`config.mk`:
```
export PLATFORM = sky130hd
export DESIGN_NAME = router_ctrl
export DESIGN_NICKNAME = d
export VERILOG_FILES = /design/src/rtl/router_ctrl.sv
export SDC_FILE = /design/constraint.sdc
export NUM_CORES = 1
export LEC_CHECK = 0
export ABC_AREA = 1
export BUFFER_PORTS_ARGS = -buffer_cell sky130_fd_sc_hd__buf_2
export CORE_MARGIN = 3
export CORE_UTILIZATION = 49
export CTS_BUF_LIST = sky130_fd_sc_hd__clkbuf_4 sky130_fd_sc_hd__clkbuf_8 sky130_fd_sc_hd__clkbuf_16
export DETAILED_ROUTE_END_ITERATION = 16
export PLACE_DENSITY = 0.79
export RECOVER_POWER = 50
export SYNTH_ARGS = -nofsm -noshare
export SYNTH_HDL_FRONTEND = slang
export SYNTH_SLANG_ARGS = --single-unit
```
`constraint.sdc`:
```
create_clock -name clock -period 1.32 [get_ports clock]
set_clock_uncertainty 0.1 [all_clocks]
set_input_delay 0.132 -clock clock [delete_from_list [all_inputs] [get_ports clock]]
set_output_delay 0.132 -clock clock [all_outputs]
set_load 0.02 [all_outputs]
```
`src/rtl/router_ctrl.sv`:
```
// router_ctrl: 1x3 router packet controller; define ROUTER_TIMEOUT_EN for per-FIFO reader-stall soft resets
module router_ctrl #(
  parameter int TIMEOUT = 30
) (
  input  logic       clock,
  input  logic       reset,
  input  logic       pkt_valid,
  input  logic [7:0] data_in,
  input  logic [2:0] fifo_full,
  input  logic [2:0] fifo_empty,
  input  logic [2:0] read_enb,
  output logic [7:0] data_out,
  output logic [2:0] write_enb,
  output logic       lfd_state,
  output logic       busy,
  output logic [2:0] vld_out,
  output logic [2:0] soft_reset,
  output logic       err
);
  typedef enum logic [2:0] {IDLE, WAIT_EMPTY, LOAD_FIRST, LOAD_DATA, CHECK, DROP} state_t;
  state_t state_q, state_d;
  logic [7:0] hdr_q, hdr_d, par_q, par_d;
  logic [5:0] cnt_q, cnt_d;
  logic err_q, err_d;
  logic [2:0] sel, in_sel;
  logic full, abort;
  assign sel = 3'b001 << hdr_q[1:0];
  assign in_sel = 3'b001 << data_in[1:0];
  assign full = |(fifo_full & sel);
  assign vld_out = ~fifo_empty;
`ifdef ROUTER_TIMEOUT_EN
  localparam int TW = $clog2(TIMEOUT + 1);
  logic [TW-1:0] to_q [3];
  logic [2:0] sr_q;
  // per-FIFO idle-reader counters; a registered one-cycle pulse flushes a FIFO whose reader stalled
  always_ff @(posedge clock or posedge reset)
    if (reset) begin
      for (int i = 0; i < 3; i++) to_q[i] <= '0;
      sr_q <= '0;
    end else
      for (int i = 0; i < 3; i++) begin
        sr_q[i] <= ~(read_enb[i] | fifo_empty[i]) & (to_q[i] == TW'(TIMEOUT - 1));
        to_q[i] <= (read_enb[i] | fifo_empty[i] | (to_q[i] == TW'(TIMEOUT - 1))) ? '0 : to_q[i] + 1'b1;
      end
  assign soft_reset = sr_q;
  assign abort = |(sr_q & sel);
`else
  logic unused_to;
  assign unused_to = ^{read_enb, 1'(TIMEOUT)};
  assign soft_reset = '0;
  assign abort = 1'b0;
`endif
  // packet state and header/parity/length bookkeeping
  always_ff @(posedge clock or posedge reset)
    if (reset) begin
      state_q <= IDLE;
      hdr_q <= '0;
      par_q <= '0;
      cnt_q <= '0;
      err_q <= 1'b0;
    end else begin
      state_q <= state_d;
      hdr_q <= hdr_d;
      par_q <= par_d;
      cnt_q <= cnt_d;
      err_q <= err_d;
    end
  // next-state decode and combinational FIFO write / handshake outputs
  always_comb begin
    state_d = state_q;
    hdr_d = hdr_q;
    par_d = par_q;
    cnt_d = cnt_q;
    err_d = err_q;
    data_out = '0;
    write_enb = '0;
    lfd_state = 1'b0;
    busy = 1'b0;
    err = 1'b0;
    case (state_q)
      IDLE: if (pkt_valid) begin
        hdr_d = data_in;
        par_d = data_in;
        cnt_d = '0;
        state_d = (data_in[1:0] == 2'd3) ? DROP : |(fifo_empty & in_sel) ? LOAD_FIRST : WAIT_EMPTY;
      end
      WAIT_EMPTY: begin
        busy = 1'b1;
        state_d = |(fifo_empty & sel) ? LOAD_FIRST : WAIT_EMPTY;
      end
      LOAD_FIRST: begin
        busy = 1'b1;
        data_out = hdr_q;
        write_enb = sel;
        lfd_state = 1'b1;
        state_d = LOAD_DATA;
      end
      LOAD_DATA: begin
        data_out = data_in;
        busy = full;
        write_enb = full ? '0 : sel;
        if (!full && pkt_valid) begin
          par_d = par_q ^ data_in;
          cnt_d = &cnt_q ? cnt_q : cnt_q + 1'b1;
        end
        if (!full && !pkt_valid) begin
          err_d = (par_q != data_in) || (cnt_q != hdr_q[7:2]);
          state_d = CHECK;
        end
      end
      CHECK: begin
        busy = 1'b1;
        err = err_q;
        state_d = IDLE;
      end
      DROP: state_d = pkt_valid ? DROP : IDLE;
      default: state_d = IDLE;
    endcase
    if (abort && (state_q inside {WAIT_EMPTY, LOAD_FIRST, LOAD_DATA})) state_d = DROP;
  end
endmodule
```
# --- After elaboration in Yosys (flattened, before gate mapping) ---
# Index checks and enable logic that the tools add are counted.
word_totals:
  ff_bits: 26
  latch_bits: 0
  ramBits: 0
  romBits: 0
  input_bits: 20
  out_inout_bits: 20
  elab_cells: 62
  mem_count: 0
classes:
  addsub: 1
  n_mul: 0
  n_div: 0
  magnitude_cmp: 0
  eq_ne: 12
  shift: 2
  muxes: 20
  bitwise_logic: 5
  reduce_logical: 17
op_table:
  columns: ["operator", "n"]
  rows:
  - ["one-hot mux 8 bit (2 select lines)", 2]
  - ["two-way mux 6 bit", 3]
  - ["two-way mux 8 bit", 2]
  - ["two-way mux 3 bit", 5]
  - ["one-hot mux 3 bit (5 select lines)", 1]
  - ["one-hot mux 6 bit (2 select lines)", 1]
  - ["OR reduction 3 bit", 4]
  - ["bitwise AND 3 bit", 3]
  - ["!= test 2 bit (second input constant)", 4]
  - ["!= test 8 bit", 1]
  - ["XOR 8 bit", 1]
  - ["adder 6 x 1 -> 6 bit (second input constant)", 1]
  - ["== test 3 x 2 -> 1 bit (second input constant)", 2]
  - ["== test 3 bit (second input constant)", 2]
  - ["!= test 6 bit", 1]
  - ["one-hot mux 3 bit (2 select lines)", 1]
  - ["AND reduction 2 bit", 3]
  - ["AND reduction 6 bit", 1]
  - ["<< shifter 1 x 2 -> 3 bit (first input constant)", 2]
  - ["two-way mux 2 bit", 2]
  - ["AND reduction 4 bit", 1]
  - ["== test 3 x 1 -> 1 bit (second input constant)", 1]
  - ["zero test 3 bit", 1]
  - ["NOT 3 bit", 1]
  - ["8 further kinds", 11]

# --- Longest topological paths before layout ---
logic_depth:
  depth_word: 7
  mapped_depth: 9
  mapped_depth_nobuf: 9

# --- Worst setup path before layout ---
# Ideal clock, no wire load.
synth_timing:
  path_kind: "register to output"
  from: "reg state_q[2]"
  to: "out data_out[0]"
  t_arrival_ns: 1.454
  slack_ns: -0.366
  path_stages_with_launch: 6
  path_cell_list: "dfrtp_1 inv_2 nand2_1 nor2_1 inv_2 o22ai_1"
synth_between:
  elab_chain_len: 2
  elab_cells_between_ends: 3
  cone_classes: "2 x eq/ne; 1 x mux"
synth_rtl:
  columns: ["element", "line_no", "rtl"]
  rows:
  - ["start, declared", "21", "state_t state_q, state_d;"]
  - ["start signal, assigned", "62", "state_q <= state_d;"]
  - ["== test 3 x 2 -> 1 bit", "80", "case (state_q)"]
  - ["one-hot mux 8 bit (2 select lines) *", "80", null]
  - ["end, declared", "12", "output logic [7:0] data_out,"]
# Mark *: on every way between the ends. The rest lies on a longest branch, timed or not.

# --- Final worst setup path ---
layout_timing:
  from: "reg hdr_q[0]"
  to: "out write_enb[2]"
layout_between:
  elab_chain_len: 5
layout_rtl:
  columns: ["element", "line_no", "rtl"]
  rows:
  - ["start, declared", "22", "logic [7:0] hdr_q, hdr_d, par_q, par_d;"]
  - ["start signal, assigned", "63", "hdr_q <= hdr_d;"]
  - ["<< shifter 1 x 2 -> 3 bit *", "27", "assign sel = 3'b001 << hdr_q[1:0];"]
  - ["bitwise AND 3 bit", "29", "assign full = |(fifo_full & sel);"]
  - ["OR reduction 3 bit", "29", null]
  - ["two-way mux 3 bit", "101", "write_enb = full ? '0 : sel;"]
  - ["one-hot mux 3 bit (2 select lines) *", "80", null]
  - ["end, declared", "13", "output logic [2:0] write_enb,"]
# Marks and branches as above.

==> flow_metrics.tcl <==
set metrics [dict create \
    synthSimpleGateAreaFrac_pct 36.3 \
    switching_share_pct 51.0 \
    hpwl_mm 3.71 \
    numCtsBuffers 3 \
    min_path_type "in2reg" \
    synth_top_family_by_area "simple AND/OR/NAND/NOR gates" \
    gp_congestion 0.896 \
    ys_seq_area_share_pct 34.8 \
    first_pass_iters 8 \
    cp-start-kind "flop" \
    status "finished with violations" \
    mostFrequentLayoutCell "nand2_1" \
    failed_checks "setup timing" \
    synth_adder_area_share_pct 0.669 \
    die_h_um 67.8 \
    rsz0062_at_grt "true" \
    core.rowCount 21 \
    hold_slack_ps 79.4 \
    drt_wl_total_mm 9.02 \
    power.density_nw_per_um2 2510 \
    r2r_cells 9 \
    clock-sinks 26 \
    clock.fmax_mhz 546 \
    p_comb_share_pct 74.3 \
    design_area_um2 3180 \
    area_delta_synth_final_pct 70.0 \
    maxCapViolations 0 \
    critPathBufInv 2 \
    synth.distinct_cells 27 \
    seqCellArea_um2 654 \
    cp_common_cell "nand3_4" \
    final_nets 385 \
    pin_count 40 \
    layout.cells.non_filler 409 \
    wire_per_inst_um 22.1 \
    period_share_pct 139 \
    setup_viol 40 \
    antennaDiodeCount 0 \
    clkTransAtPathRegs_ps 100 \
    final_cell_mix "70 x nand2_1, 34 x inv_1, 34 x buf_6" \
    antenna_found_initial 0 \
    fillCellCount 134 \
    hold-path-cell-count 3 \
    multi_input_area_um2 1490 \
    synth_cells 277 \
    post_dp_cell_area_um2 2400 \
    synth_compound_area_share_pct 15.5 \
    ys_ff_latch 26 \
    hold_viol_final 0 \
    critPathTopFamily "simple AND/OR/NAND/NOR gates" \
    cts_tree "built" \
    root_buffer "clkbuf_8" \
    p_seq_share_pct 18.8 \
    drcViolationCount 0 \
    core_um2 3490 \
    cp_slowest_cell "dfrtp_2" \
    cp.depth 7 \
    critPathKind "reg2out" \
    intPower_uw 3910 \
    synth_area_um2 1870 \
    cp.required_ps 1090 \
    maxSlewViolCount 0 \
    ant_nets 0 \
    synth_xor_area_share_pct 0.468 \
    drt_iter0_drc 400 \
    cp_data_arrival_time_ps 1600 \
    die_x_um 67.8 \
    grt_use_total_pct 29.1 \
    synthesis.yosys.warnings 0 \
    gr-total-overflow 0 \
    min_period_ps 1830 \
    grt_max_degree 19 \
    clock_path_buffers 2 \
    grt_pass1_vias 2130 \
    cp_max_fo 5 \
    via_per_inst 6.31 \
    start_util_pct 53.5 \
    switchingPower_uw 4060 \
    port_buffers 33 \
    layout_setup_ws_ps -512 \
    layout-drive-gt1-share_pct 50.4 \
    clk_latency_ps 280 \
    syn_area_per_cell_um2 6.75 \
    power.total_uw 7970 \
    power.share.clock_pct 6.9 \
    slowest_delay_ps 490 \
    critPathCaptureType "output port" \
    grt_first_pass_wirelength_mm 10.1 \
    via_count 2581 \
    synth_mux_area_share_pct 0 \
    ctsHtreeMaxLevel 1 \
    ir_drop_v 0.00169 \
    p_leak_uw 0.00152 \
    dpl.cell_count 384 \
    path_cells "inv_2, nand3_4, nand3_4, nand2_4, nand3_4, nor3_4, buf_6" \
    die-area_um2 4590 \
]
-- worst reg2reg max path: stages (launching register included) --
cell,delay [ps]
dfrtp_1,440
inv_4,90
buf_6,120
buf_6,100
buf_6,110
nand2_4,90
buf_6,130
nor3_1,60
nor3_1,330
nor2_2,90
-- kinds of logic (layout without fill, tap and decap cells) --
group	after synthesis	count (layout)
other	1	3
AO/OA/AOI/OAI	42	42
XOR/XNOR	1	1
buffers and inverters	50	132
adder cells (fa/ha/maj)	1	1
flip-flops	26	26
AND/OR/NAND/NOR	156	158
-- cell usage after synthesis, drive strengths merged --
cell type  number  area share [%]
nand4           1            0.33
a21oi           9             4.6
nand2          95              20
nor2           26             5.5
o21ai          25             8.1
nand3          25             7.5
o22ai           7             2.3
dfrtp          26              35
nor3            6             1.6
inv            41             8.2
or2             1            0.33
xnor2           1            0.47
nand3b          2            0.80
ha              1            0.67
buf             9             3.8
o2111ai         1            0.47
conb            1            0.20
-- registers in the layout, summed over array words and instances (netlist names) --
name / cells
cnt_q: 6
err_q: 1
hdr_q: 8
par_q: 8
state_q: 3
-- per-layer routing --
| layer | vias up | GRT usage (%) | part of all wire (%) |
|---|---|---|---|
| met3 | 96 | 4.33 | 12 |
| met1 | 1187 | 37.7 | 34 |
| met4 | 0 | 8.93 | 8.4 |
| met5 | - | 0 | 0 |
| met2 | 245 | 49.9 | 46 |
| li1 | 1053 | - | - |
-- layout make-up --
class,count,share of cell area [%]
multi-input combinational,205,46.8
timing repair buffer,86,23.5
sequential,26,20.6
inverter,41,5.31
tap,46,1.81
clock buffer,4,1.73
timing repair inverter,1,0.275
-- per-stage QoR --
stage / TNS (ps) / setup slack (ps) / util [%]
4_1_cts: -10080 / -370 / 79.8
5_1_grt: -19760 / -577 / 91.0
3_5_place_dp: -4470 / -159 / 68.8
6_report: -16330 / -512 / 91.0
3_3_place_gp: -3720 / -146 / 68.8
2_1_floorplan: -2930 / -156 / -
-- path summary, 6_finish.rpt --
path | start | end | slack [ps]
worst max register to register | state_q[2] | state_q[2] | -460
worst min register to register | err_q | err_q | 440
min in group asynchronous | reset | state_q[1] | 300
worst min-delay path | data_in[6] | hdr_q[6] | 80
worst max-delay path | hdr_q[0] | write_enb[2] | -510
max in group asynchronous | reset | state_q[0] | 180
-- power groups by stage --
stage	clock network, µW	logic, µW	registers, µW
3_3_place_gp	0	3250	1340
6_report	553	5920	1500
2_1_floorplan	0	2240	1380
5_1_grt	580	6170	1510
4_1_cts	539	4330	1340
3_5_place_dp	0	3340	1350
-- repair_timing --
item / in CTS / in global routing
setup buffers: 9 / 9
hold buffers: 1 / 0
resized for setup: 63 / 81
cloned: 3 / 1
pin swaps: 9 / 18
endpoints found under the setup margin: 40 / 40
endpoints found under the hold margin: 8 / 0
Note: power is estimated with default switching activity, not from simulation.
